### src/rtl/i2c_reg_config.sv
// i2c_reg_config: walks a {reg_addr, reg_data} table and feeds the byte-level
// i2c_master command interface. It handles the power-up wait, table-driven
// delay entries, NACK retry with error reporting, and restarts on start.
// Optional build macro I2C_CFG_READBACK_EN: each successful write is followed
// by a verify read; a read-data mismatch is retried like a NACK.
//
// state       | meaning
// ------------+---------------------------------------------------------
// PWR_WAIT    | count PWRUP_MS ms ticks after reset or start
// FETCH       | tbl_addr driven, table data not yet valid
// LATCH       | capture tbl_data, decode delay marker vs. write
// DELAY       | count reg_data ms ticks
// SEND        | one-cycle req for the current byte
// WAIT_DONE   | hold until done; check slave_ack / read data
// STOP_SEND   | one-cycle req for a STOP-only byte after a NACK
// STOP_WAIT   | hold until the STOP byte completes
// RETRY       | decide between another attempt and FAIL
// RETRY_WAIT  | 1 ms back-off before restarting the entry
// NEXT        | advance to the next entry or finish
// IDLE_DONE   | all entries written, config_done high
// FAIL        | an entry ran out of retries, error high
module i2c_reg_config #(
  parameter logic [6:0]              DEV_ADDR    = 7'h3C,
  parameter int                      ADDR_BYTES  = 2,
  parameter int                      NUM_REGS    = 256,
  parameter int                      TBL_AW      = 8,
  parameter int                      CLK_FREQ_HZ = 25_000_000,
  parameter int                      PWRUP_MS    = 20,
  parameter int                      MAX_RETRY   = 3,
  parameter logic [ADDR_BYTES*8-1:0] DELAY_ADDR  = '1
) (
  input  logic                     clk,
  input  logic                     rst_n,
  input  logic                     start,
  output logic [TBL_AW-1:0]        tbl_addr,
  input  logic [ADDR_BYTES*8+7:0]  tbl_data,
  output logic                     req,
  output logic [3:0]               cmd,
  output logic [7:0]               dout,
  input  logic                     done,
  input  logic                     slave_ack,
`ifdef I2C_CFG_READBACK_EN
  input  logic [7:0]               rd_data,
`endif
  output logic                     busy,
  output logic                     config_done,
  output logic                     error,
  output logic [TBL_AW-1:0]        err_index
);

  localparam int AW       = ADDR_BYTES * 8;
  localparam int TICK_MAX = CLK_FREQ_HZ / 1000 - 1;
  localparam int TICK_W   = (TICK_MAX > 1) ? $clog2(TICK_MAX + 1) : 1;
  localparam int ATT_W    = $clog2(MAX_RETRY + 2);
  localparam int LAST_WR  = ADDR_BYTES + 1;
`ifdef I2C_CFG_READBACK_EN
  localparam int LAST_BYTE = 2 * ADDR_BYTES + 4;
`else
  localparam int LAST_BYTE = LAST_WR;
`endif

  localparam logic [3:0] C_START = 4'b0001;
  localparam logic [3:0] C_WRITE = 4'b0010;
  localparam logic [3:0] C_READ  = 4'b0100;
  localparam logic [3:0] C_STOP  = 4'b1000;

  typedef enum logic [3:0] {
    ST_PWR_WAIT, ST_FETCH, ST_LATCH, ST_DELAY, ST_SEND, ST_WAIT_DONE,
    ST_STOP_SEND, ST_STOP_WAIT, ST_RETRY, ST_RETRY_WAIT, ST_NEXT,
    ST_IDLE_DONE, ST_FAIL
  } state_t;

  state_t              state, state_n;
  logic [TBL_AW-1:0]   index, index_n;
  logic [3:0]          byte_idx, byte_idx_n;
  logic [ATT_W-1:0]    attempts, attempts_n;
  logic [15:0]         ms_cnt, ms_cnt_n;
  logic [TICK_W-1:0]   tick_cnt;
  logic                tick, tick_clr;
  logic [TBL_AW-1:0]   err_index_q, err_index_n;
  logic [AW-1:0]       reg_addr_q, reg_addr_n;
  logic [7:0]          reg_data_q, reg_data_n;
  logic [3:0]          byte_cmd;
  logic [7:0]          byte_dout;
  logic                is_read_byte;
  logic                rd_ok;

  assign tick = (tick_cnt == '0);

  // ms tick divider; restarted whenever a timed wait is entered
  always_ff @(posedge clk or negedge rst_n) begin
    if (!rst_n) tick_cnt <= TICK_W'(TICK_MAX);
    else if (tick_clr || tick) tick_cnt <= TICK_W'(TICK_MAX);
    else tick_cnt <= tick_cnt - 1'b1;
  end

  // byte to present for the current byte_idx of the entry
  always_comb begin
    byte_cmd     = '0;
    byte_dout    = '0;
    is_read_byte = 1'b0;
    rd_ok        = 1'b1;
    if (byte_idx == 4'd0) begin
      byte_cmd  = C_START | C_WRITE;
      byte_dout = {DEV_ADDR, 1'b0};
    end
    if (byte_idx == 4'(LAST_WR)) begin
      byte_cmd  = C_WRITE | C_STOP;
      byte_dout = reg_data_q;
    end
    for (int k = 0; k < ADDR_BYTES; k++) begin
      if (byte_idx == 4'(1 + k)) begin
        byte_cmd  = C_WRITE;
        byte_dout = reg_addr_q[8*(ADDR_BYTES-1-k) +: 8];
      end
    end
`ifdef I2C_CFG_READBACK_EN
    if (byte_idx == 4'(LAST_WR + 1)) begin
      byte_cmd  = C_START | C_WRITE;
      byte_dout = {DEV_ADDR, 1'b0};
    end
    for (int k = 0; k < ADDR_BYTES; k++) begin
      if (byte_idx == 4'(LAST_WR + 2 + k)) begin
        byte_cmd  = C_WRITE;
        byte_dout = reg_addr_q[8*(ADDR_BYTES-1-k) +: 8];
      end
    end
    if (byte_idx == 4'(LAST_WR + ADDR_BYTES + 2)) begin
      // repeated start carrying the read address
      byte_cmd  = C_START | C_WRITE;
      byte_dout = {DEV_ADDR, 1'b1};
    end
    if (byte_idx == 4'(LAST_BYTE)) begin
      byte_cmd     = C_READ | C_STOP;
      byte_dout    = '0;
      is_read_byte = 1'b1;
    end
    rd_ok = (rd_data == reg_data_q);
`endif
  end

  // state register
  always_ff @(posedge clk or negedge rst_n) begin
    if (!rst_n) state <= ST_PWR_WAIT;
    else state <= state_n;
  end

  // sequencer datapath registers
  always_ff @(posedge clk or negedge rst_n) begin
    if (!rst_n) begin
      index       <= '0;
      byte_idx    <= '0;
      attempts    <= '0;
      ms_cnt      <= 16'(PWRUP_MS);
      err_index_q <= '0;
      reg_addr_q  <= '0;
      reg_data_q  <= '0;
    end else begin
      index       <= index_n;
      byte_idx    <= byte_idx_n;
      attempts    <= attempts_n;
      ms_cnt      <= ms_cnt_n;
      err_index_q <= err_index_n;
      reg_addr_q  <= reg_addr_n;
      reg_data_q  <= reg_data_n;
    end
  end

  // next-state and datapath updates
  always_comb begin
    state_n     = state;
    index_n     = index;
    byte_idx_n  = byte_idx;
    attempts_n  = attempts;
    ms_cnt_n    = ms_cnt;
    err_index_n = err_index_q;
    reg_addr_n  = reg_addr_q;
    reg_data_n  = reg_data_q;
    tick_clr    = 1'b0;
    case (state)
      ST_PWR_WAIT: begin
        if (ms_cnt == '0) begin
          state_n = ST_FETCH;
          index_n = '0;
        end else if (tick) begin
          ms_cnt_n = ms_cnt - 1'b1;
        end
      end
      ST_FETCH: state_n = ST_LATCH;
      ST_LATCH: begin
        reg_addr_n = tbl_data[AW+7:8];
        reg_data_n = tbl_data[7:0];
        if (tbl_data[AW+7:8] == DELAY_ADDR) begin
          state_n  = ST_DELAY;
          ms_cnt_n = 16'(tbl_data[7:0]);
          tick_clr = 1'b1;
        end else begin
          state_n    = ST_SEND;
          byte_idx_n = '0;
        end
      end
      ST_DELAY: begin
        if (ms_cnt == '0) state_n = ST_NEXT;
        else if (tick) ms_cnt_n = ms_cnt - 1'b1;
      end
      ST_SEND: state_n = ST_WAIT_DONE;
      ST_WAIT_DONE: begin
        if (done) begin
          if (is_read_byte) begin
            // the read byte already carried STOP, so no extra STOP on mismatch
            state_n = rd_ok ? ST_NEXT : ST_RETRY;
          end else if (!slave_ack) begin
            state_n = ST_STOP_SEND;
          end else if (byte_idx == 4'(LAST_BYTE)) begin
            state_n = ST_NEXT;
          end else begin
            byte_idx_n = byte_idx + 1'b1;
            state_n    = ST_SEND;
          end
        end
      end
      ST_STOP_SEND: state_n = ST_STOP_WAIT;
      ST_STOP_WAIT: begin
        if (done) state_n = ST_RETRY;
      end
      ST_RETRY: begin
        if (attempts < ATT_W'(MAX_RETRY)) begin
          attempts_n = attempts + 1'b1;
          ms_cnt_n   = 16'd1;
          tick_clr   = 1'b1;
          state_n    = ST_RETRY_WAIT;
        end else begin
          err_index_n = index;
          state_n     = ST_FAIL;
        end
      end
      ST_RETRY_WAIT: begin
        if (ms_cnt == '0) begin
          byte_idx_n = '0;
          state_n    = ST_SEND;
        end else if (tick) begin
          ms_cnt_n = ms_cnt - 1'b1;
        end
      end
      ST_NEXT: begin
        attempts_n = '0;
        if (index == TBL_AW'(NUM_REGS - 1)) begin
          state_n = ST_IDLE_DONE;
        end else begin
          index_n = index + 1'b1;
          state_n = ST_FETCH;
        end
      end
      ST_IDLE_DONE, ST_FAIL: begin
        if (start) begin
          index_n    = '0;
          attempts_n = '0;
          ms_cnt_n   = 16'(PWRUP_MS);
          tick_clr   = 1'b1;
          state_n    = ST_PWR_WAIT;
        end
      end
      default: state_n = ST_PWR_WAIT;
    endcase
  end

  // outputs decoded from state; cmd/dout held for the whole byte
  always_comb begin
    req  = 1'b0;
    cmd  = '0;
    dout = '0;
    case (state)
      ST_SEND: begin
        req  = 1'b1;
        cmd  = byte_cmd;
        dout = byte_dout;
      end
      ST_WAIT_DONE: begin
        cmd  = byte_cmd;
        dout = byte_dout;
      end
      ST_STOP_SEND: begin
        req = 1'b1;
        cmd = C_STOP;
      end
      ST_STOP_WAIT: cmd = C_STOP;
      default: ;
    endcase
  end

  assign tbl_addr    = index;
  assign busy        = (state != ST_IDLE_DONE) && (state != ST_FAIL);
  assign config_done = (state == ST_IDLE_DONE);
  assign error       = (state == ST_FAIL);
  assign err_index   = err_index_q;

endmodule

### config.mk
export PLATFORM = sky130hd
export DESIGN_NAME = i2c_reg_config
export DESIGN_NICKNAME = d
export VERILOG_FILES = /design/src/rtl/i2c_reg_config.sv
export SDC_FILE = /design/constraint.sdc
export NUM_CORES = 1
export LEC_CHECK = 0
export CAP_MARGIN = 5
export CORE_MARGIN = 2
export CORE_UTILIZATION = 56
export DETAILED_ROUTE_END_ITERATION = 10
export GPL_TIMING_DRIVEN = 0
export PLACE_DENSITY = 0.81
export SETUP_SLACK_MARGIN = 0.02
export SLEW_MARGIN = 30
export SYNTH_ARGS = -nofsm -noshare
export SYNTH_HDL_FRONTEND = slang
export SYNTH_SLANG_ARGS = --single-unit
### constraint.sdc
create_clock -name clk -period 2.9 [get_ports clk]
set_input_delay 0.58 -clock clk [delete_from_list [all_inputs] [get_ports clk]]
set_output_delay 0.58 -clock clk [all_outputs]
set_load 0.01 [all_outputs]
==> flow_summary.ini <==
[cells_and_area]
design_area_um2 = 5690
area_delta_synth_final_pct = 23.4
drive_gt1_share_pct = 13.9
antenna_cells = 0
fillers = 633
nets = 635

[synthesis]
syn_area_per_cell_um2 = 8.82
synth_nets = 560
syn_area_um2 = 4610
synth-seq-area-share_pct = 44.7
yosys_warnings = 0
synth_top_area_share_pct = 39.0
synth-edff-count = 0
yosysTopAreaCell = dfrtp_1
yosys.cell_types.count = 65
async_reset_ff_share_pct = 100
synthCells = 523
synth_ff_type = dfrtp_1
synthTopCellsByArea = dfrtp_1, nand2_1, dfstp_2, nor2_1, mux2_2
ys_ff_latch = 82

[global_routing]
grt.total_usage_pct = 26.8
grt_pass1_wl_um = 18800
use_met3_pct = 3.91
antenna_found_initial = 0
grt_most_used_layer = met2
grt_pass1_vias = 3994
grt_max_degree = 44
grt_use_met2_pct = 44.9
use_met1_pct = 35.3
grt-ovfl-total = 0

[critical_path]
rr_endpoint = ms_cnt[1]
startpoint = state[2]
setup.worst_path.start_class = register
worstPathRequired_ns = 2.32
r2r-start = tick_cnt[0]
setup.worst_path.class = reg -> out
crit_end = cmd[1]
cp_max_fo = 10
worstRegToRegCells = 8
worstSetupEndpointType = output pin
worstPathArrival_ns = 2.21
r2r_setup_slack_ns = 0.26

[timing]
fin_hold_ws_ns = 0.0937
tightest_slew_ns = 0.755
slew_headroom_pct = 49.2
rsz0062_at_grt = false
setup_viol = 0
finClkSkew_ns = 0.0131
finalCriticalPeriod_ns = 2.79
drv_slew = 0
final-hold-violation-count = 0
tns_ns = 0
fmax_mhz = 358
fin_crit_sh_pct = 96.2

[power_and_ir_drop]
p_leak_nw = 2.40
ir_drop_mv = 0.226
p_total_mw = 2.02
powerDensity_nw_per_um2 = 354

[clock_network]
cts_buffers = 9
cts_hold_buf = 0
worstSkewPairLatency_ns = 0.37
h-tree-depth = 3
cts_tree = built
cts.sink_count = 82
clkSlewWorstSetupHoldPaths_ns = 0.10
clockBufferDepth = 2
clk_root_buffer_cell = clkbuf_8

[route]
wl_per_cell_um = 16.4
vias_per_cell = 5.95
wirelength_um = 11600
dr_total_vias = 4216
first_pass_iters = 5
drc = 0
drt_iter0_drc = 311
detail-route-antenna-nets = 0

[outcome]
outcome = complete, no violations

[floorplan]
fp.dieW_um = 94.8
start_util_pct = 57.0
core-area_um2 = 8090
ios = 61
die_y_um = 94.8
std_cell_rows = 33
die-area_um2 = 8980

[placed_design]
placed_cell_area_um2 = 5360
dpl.hpwl_um = 8240
port_buffers = 59
routabilityCongestion = 0.850

[hold_path]
hold_path.class = in -> async

[job]
maxCapViolCount = 0
[worst min-delay path by stage]
stage,end,cells past startpoint
floorplan,attempts[0],0
global placement,tick_cnt[0],1
detailed placement,tick_cnt[14],2
CTS,tbl_addr[6],1
global route,tbl_addr[6],1
finish,tbl_addr[6],1
[area by class of cell]
type | instances | area [um2] | area share (%)
Multi-Input combinational cell | 399 | 2480 | 43.5
Sequential cell | 82 | 2070 | 36.3
Timing Repair Buffer | 68 | 671 | 11.8
Tap cell | 105 | 131 | 2.31
Clock buffer | 9 | 124 | 2.18
Buffer | 19 | 88.8 | 1.56
Inverter | 19 | 71.3 | 1.25
Clock inverter | 7 | 61.3 | 1.08
[per-stage QoR]
step / instances / utilization, % / worst slack [ns]
final: 708 / 70.3 / 0.109
after global routing: 708 / 70.3 / 0.0274
after global placement: 687 / 65.9 / -1.60
after detailed placement: 688 / 66.3 / -0.394
after floorplan: 523 / - / 0.428
after CTS: 707 / 69.6 / 0.0370
[Yosys cell counts (7+ instances only)]
| library cell | number |
|---|---|
| or3_1 | 8 |
| dfstp_2 | 10 |
| ha_1 | 8 |
| dfrtp_1 | 72 |
| nor2_1 | 40 |
| or4_1 | 8 |
| a22oi_1 | 8 |
| nor4_1 | 9 |
| mux2_2 | 13 |
| xnor2_1 | 12 |
| o31ai_1 | 8 |
| a31oi_1 | 7 |
| nand2b_1 | 8 |
| nand2_1 | 114 |
| nand3_1 | 15 |
| o21ai_0 | 23 |
| mux2i_1 | 9 |
| a21oi_1 | 22 |
| inv_1 | 19 |
| clkbuf_1 | 16 |
| nor3_1 | 15 |
[sequential cells by signal (all words and copies together), names as in the netlist]
name        cells
attempts        3
byte_idx        4
err_index       8
ms_cnt         16
reg_addr_q     16
reg_data_q      8
state           4
tbl_addr        8
tick_cnt       15
[repair_timing]
| action | 4_1_cts | 5_1_grt |
|---|---|---|
| gates cloned | 0 | 0 |
| resized for setup | 31 | 13 |
| setup endpoints to repair | 13 | 18 |
| pin swaps | 1 | 2 |
| setup buffers | 6 | 2 |
[per-layer routing]
layer | part of all wire [%] | up-vias
met1 | 45 | 2066
li1 | - | 2014
met5 | 0 | -
met3 | 4.4 | 17
met4 | 1.6 | 0
met2 | 49 | 119
[critical path, cell delays in order, from the launching register on]
cell	delay [ns]
dfrtp_1	0.47
clkbuf_2	0.26
clkbuf_2	0.27
nand3_2	0.20
inv_1	0.11
clkdlybuf4s50_1	0.53
[where the power goes]
part	leakage [nW]	internal (mW)	total, mW	switching (mW)
Sequential	0.858	1.14	1.14	0
Clock	0.0884	0.326	0.795	0.470
Combinational	1.45	0.0387	0.0774	0.0387
Total	2.40	1.51	2.02	0.509
[logic make-up (layout without fill, tap and decap cells)]
logic type               count (synthesis)  in the layout  synth area share, %
AND/OR/NAND/NOR                        250            250                 26.5
AO/OA/AOI/OAI                          103            103                 15.0
flip-flops                              82             82                 44.7
buffers and inverters                   42            122                 3.53
multiplexers                            22             22                 5.12
XOR/XNOR                                15             15                 2.85
adder cells (fa/ha/maj)                  8              8                 2.17
other                                    1              1               0.0813
[cell usage in the layout (no fill, tap or decap), drive strengths merged, types with 13 or more instances in the layout]
master	instances
mux2	13
clkdlybuf4s50	48
buf	18
inv	22
o21ai	23
nor3	15
a21oi	23
dfrtp	72
nor2	41
nand3	15
nand2	114
clkbuf	21
No activity file was read; power rests on OpenSTA's default activity.
